===== config.mk =====
export PLATFORM = sky130hd
export DESIGN_NAME = rst_seq_ctrl
export DESIGN_NICKNAME = d
export VERILOG_FILES = /design/src/rtl/rst_seq_ctrl.sv
export SDC_FILE = /design/constraint.sdc
export NUM_CORES = 1
export LEC_CHECK = 0
export ABC_AREA = 1
export BUFFER_PORTS_ARGS = -buffer_cell sky130_fd_sc_hd__buf_2
export CAP_MARGIN = 30
export CORE_ASPECT_RATIO = 0.8
export CORE_UTILIZATION = 51
export DETAILED_ROUTE_END_ITERATION = 10
export PLACE_DENSITY = 0.74
export SLEW_MARGIN = 25
export SYNTH_ARGS = -nofsm -noshare
export SYNTH_HDL_FRONTEND = slang
export SYNTH_SLANG_ARGS = --single-unit

===== constraint.sdc =====
create_clock -name i_clk -period 1.5 [get_ports i_clk]
set_clock_uncertainty 0.1 [all_clocks]
set_input_delay 0.3 -clock i_clk [delete_from_list [all_inputs] [get_ports i_clk]]
set_output_delay 0.3 -clock i_clk [all_outputs]
set_load 0.03 [all_outputs]

===== src/rtl/rst_seq_ctrl.sv =====
// Reset release sequencer: holds all stage resets for a minimum window after
// reset/abort, then releases them one at a time in bit order and flags done.
module rst_seq_ctrl #(
  parameter int NUM_STAGES  = 4,
  parameter int HOLD_CYCLES = 16,
  parameter int GAP_CYCLES  = 8,
  parameter int CNT_W       = 8
) (
  input  logic                  i_clk,
  input  logic                  i_rst,
  input  logic                  i_clk_stable,
  input  logic                  i_sw_rst_req,
  output logic [NUM_STAGES-1:0] o_rstn_stage,
  output logic                  o_rst_done,
  output logic                  o_busy
);

  localparam int IDX_W = (NUM_STAGES > 1) ? $clog2(NUM_STAGES) : 1;
  localparam logic [CNT_W-1:0]      HOLD_LAST = CNT_W'(HOLD_CYCLES - 1);
  localparam logic [CNT_W-1:0]      GAP_LAST  = CNT_W'(GAP_CYCLES - 1);
  localparam logic [IDX_W-1:0]      IDX_LAST  = IDX_W'(NUM_STAGES - 1);
  localparam logic [NUM_STAGES-1:0] FIRST_REL = NUM_STAGES'(1);

  typedef enum logic [1:0] {S_HOLD, S_REL, S_DONE} state_e;

  state_e                state_q;
  logic [CNT_W-1:0]      cnt_q;
  logic [IDX_W-1:0]      idx_q;
  logic [NUM_STAGES-1:0] rstn_q;
  logic                  done_q;
  logic                  busy_q;
  logic                  abort;

  // Loss of clock-good or a SW request behaves exactly like i_rst in every
  // state: in S_HOLD it restarts the window, elsewhere it drops all stages.
  assign abort = !i_clk_stable || i_sw_rst_req;

  always_ff @(posedge i_clk) begin
    if (i_rst || abort) begin
      state_q <= S_HOLD;
      cnt_q   <= '0;
      idx_q   <= '0;
      rstn_q  <= '0;
      done_q  <= 1'b0;
      busy_q  <= 1'b1;
    end else begin
      case (state_q)
        S_HOLD: begin
          if (cnt_q == HOLD_LAST) begin
            state_q <= S_REL;
            cnt_q   <= '0;
            idx_q   <= '0;
            rstn_q  <= FIRST_REL;
          end else begin
            cnt_q <= cnt_q + 1'b1;
          end
        end
        S_REL: begin
          if (cnt_q == GAP_LAST) begin
            cnt_q <= '0;
            if (idx_q == IDX_LAST) begin
              state_q <= S_DONE;
              done_q  <= 1'b1;
              busy_q  <= 1'b0;
            end else begin
              idx_q  <= idx_q + 1'b1;
              // Thermometer fill keeps bit k from rising before bit k-1.
              rstn_q <= rstn_q | (rstn_q << 1);
            end
          end else begin
            cnt_q <= cnt_q + 1'b1;
          end
        end
        S_DONE: begin
          done_q <= 1'b1;
          busy_q <= 1'b0;
        end
        default: begin
          state_q <= S_HOLD;
          cnt_q   <= '0;
          idx_q   <= '0;
          rstn_q  <= '0;
          done_q  <= 1'b0;
          busy_q  <= 1'b1;
        end
      endcase
    end
  end

  assign o_rstn_stage = rstn_q;
  assign o_rst_done   = done_q;
  assign o_busy       = busy_q;

endmodule


==> metrics.md <==
| Metric | Value |
|---|---|
| Sequential group share of total power | `0.596` |
| Slowest CP cell | `dfxtp_2` |
| Cell Area, Synth | `roughly 990 um2` |
| Starting Density | `0.576` |
| Clock slew at reported path FFs | `~100 ps` |
| Root buffer cell | `clkbuf_4` |
| Class of the worst hold path | `in -> reg` |
| F_max | `between 600 and 700 MHz` |
| TNS Setup | `-8.05 ps` |
| Seq cells post-synth | `18` |
| Mean Syn Cell Area | `slightly above 7 um2` |
| Worst setup startpoint | `cnt_q[0]$_SDFFE_PP0P_` |
| CTS tree | `yes` |
| Rows | `13` |
| Total grt overflow | `0` |
| Final critical-path required period | `approximately 1500 ps` |
| Outcome | `finished, violations left` |
| Worst R2R Start | `cnt_q[0]$_SDFFE_PP0P_` |
| RD Place Congestion | `between 0.8 and 0.9` |
| Int Pwr | `approximately 0.00064 W` |
| Die X | `~51 um` |
| VDD IR-drop max | `0.000706 V` |
| Worst Max-Slew Pin Slew | `about 250 ps` |
| DR iter-0 viols | `24` |
| Worst path cell trace | `ha_4 -> nand2_2 -> nor2_2 -> nand3_2 -> nand2_4 -> o21ai_2 -> nor2_2 -> nor2_1 -> nor2_1` |
| Antenna Cells | `0` |
| Max_cap viols | `0` |
| Die Y | `between 40 and 50 um` |
| WP data required | `between 1500 and 2000 ps` |
| Crit-path max cell delay | `370 ps` |
| Non-Filler Instances | `roughly 180` |
| Initial antenna violation count | `0` |
| Area leader, netlist | `dfxtp_1` |
| Gate power share | `0.033` |
| Final worst-path cycle share | `1.01` |
| Net Sw Frac | `0.208` |
| Leading post-synthesis cells by cell area | `dfxtp_1 (36%), nand2_1 (8.7%), inv_1 (8.3%)` |
| Most frequent cells in the layout | `nand2_1 (21), inv_1 (20), nor2_1 (15)` |
| WL/cell | `12.0 um` |
| Pwr per Cell Area | `about 600 nW/um2` |
| Cell variety after synth | `23` |
| Arr. time, crit path | `1640 ps` |
| Post-synthesis sequential area ratio | `0.363` |
| RSZ-0062 raised after global routing | `true` |
| Total GRT Usage | `0.225` |
| Latest clock arrival within the worst-skew pair | `290 ps` |
| H-tree Lvls | `1` |
| Setup WS pre-CTS | `-82.6 ps` |
| CTS Buffer Depth | `2` |
| P_sw | `roughly 0.00017 W` |
| Syn_nets | `147` |
| Max-slew violations | `0` |
| Crit Path Class | `reg -> reg` |
| Global-route wire length before repair | `roughly 3600 um` |
| Top-area cell type share of the netlist area | `0.363` |
| Clock Power Share | `0.371` |
| Hold Vio Cnt, Final | `0` |
| Clk sink count | `18` |
| DP Area | `roughly 1100 um2` |
| IO Count | `10` |
| Post-DP HPWL | `about 1600 um` |
| Slew headroom | `0.833` |
| Worst Hold Launch | `i_sw_rst_req` |
| Total leakage power | `~0.52 nW` |
| Core area | `1720 um2` |
| Nets@finish | `about 170` |
| Final ANT Viol Nets | `0` |
| Number of iterations in the first detailed-routing pass | `4` |
| Via/cell ratio | `between 5 and 6` |
| DR vias | `about 950` |
| Final setup vio count | `2` |
| Failing checks | `setup timing` |
| YS warnings | `0` |
| Min setup slack post-route | `-7.52 ps` |
| WL final | `2210 um` |
| Power Total | `around 0.00080 W` |
| Via count of the first global-routing pass | `839` |
| Layout area overhead | `32.0%` |
| CP max FO | `6` |
| CP endpoint kind | `register` |
| Commonest non-fill, non-tap cell in the layout | `nand2_1` |
| Post-Place Cells | `~180` |
| Layout cells sized above 1 | `0.383` |
| Port Buffer Count | `9` |
| # DRC | `0` |
| Largest net degree at the start of global routing | `11` |
| CTS Buf Count | `3` |
| Critical Path Start Type | `register` |
| Cell area after layout | `1310 um2` |
| Cells after synthesis | `about 140` |
| Die area | `2130 um2` |
-- cell usage after synthesis --
cell type and instances:
nor3_4 1, nand3_1 14, a21oi_1 11, or2_0 1, buf_2 1, inv_1 22, nor2_8 1, nand4_1 2
nor2_2 1, nor2_1 21, o21ai_1 3, dfxtp_1 18, o21ai_2 1, ha_1 5, xor2_1 3, o21bai_2 1
nand2_2 2, nor3_1 1, nor3_2 1, nor2_4 2, nand3_2 1, nand2_1 23, o21ai_0 2
-- power by group through the flow --
stage / Clock (W) / Combinational (W) / Sequential (W)
2_1_floorplan: 0 / 0.0000131 / 0.000491
3_3_place_gp: 0 / 0.0000243 / 0.000491
3_5_place_dp: 0 / 0.0000248 / 0.000491
4_1_cts: 0.000308 / 0.0000255 / 0.000479
5_1_grt: 0.000334 / 0.0000296 / 0.000480
6_report: 0.000299 / 0.0000263 / 0.000479
-- final timing paths --
check	cells past startpoint	endpoint	slack, ps
max	9	idx_q[1]$_SDFFE_PP0P_	-8
min	4	o_busy$_SDFFE_PP1P_	280
max reg2reg	9	idx_q[1]$_SDFFE_PP0P_	-8
min reg2reg	2	o_rst_done$_SDFFE_PP0P_	360
-- sequential cells by signal, indices dropped and copies added (netlist names) --
| register | count |
|---|---|
| cnt_q | 8 |
| o_rst_done | 1 |
| o_rstn_stage | 4 |
| o_busy | 1 |
| state_q | 2 |
| idx_q | 2 |
-- routing by layer --
metal / track usage / vias up / wire length [um]
met4: 0.0378 / 0 / 21
met2: 0.355 / 21 / 1030
met3: 0.0879 / 4 / 104
li1: - / 484 / -
met1: 0.294 / 437 / 1060
met5: 0 / - / 0
-- final cells by class --
type	count	area [um2]
multi-input cells	97	656
fillers	135	413
flip-flops and latches	18	370
repair buffers	21	139
inverters	22	82.6
clock buffers	4	36.3
well taps	22	27.5
-- metrics by stage --
step,hold WS [ps],util
2_1_floorplan,340,-
3_3_place_gp,329,0.659
3_5_place_dp,351,0.659
4_1_cts,270,0.692
5_1_grt,272,0.761
6_report,277,0.761
-- critical path, delay by kind of cell (launching register included) --
kind                       cells  cell delay (ps)
and+or+nand+nor                7              750
DFF                            1              370
adders and majority gates      1              170
AOI/OAI and AO/OA              1               70
-- cell families (layout without fill, tap and decap cells) --
kind of cell             count (synthesis)  in the layout  synth area share
buffers and inverters                   23             47            0.0882
XOR/XNOR                                 3              3            0.0265
adder cells (fa/ha/maj)                  5              5            0.0630
AND/OR/NAND/NOR                         71             71             0.359
flip-flops                              18             18             0.363
AO/OA/AOI/OAI                           18             18             0.101
-- repair_timing --
item,in CTS,in global routing
hold buffers,0,0
pin swaps,3,13
gates resized for setup,7,28
setup buffers,0,2
endpoints found under the setup margin,15,17
No activity file was read; power rests on OpenSTA's default activity.
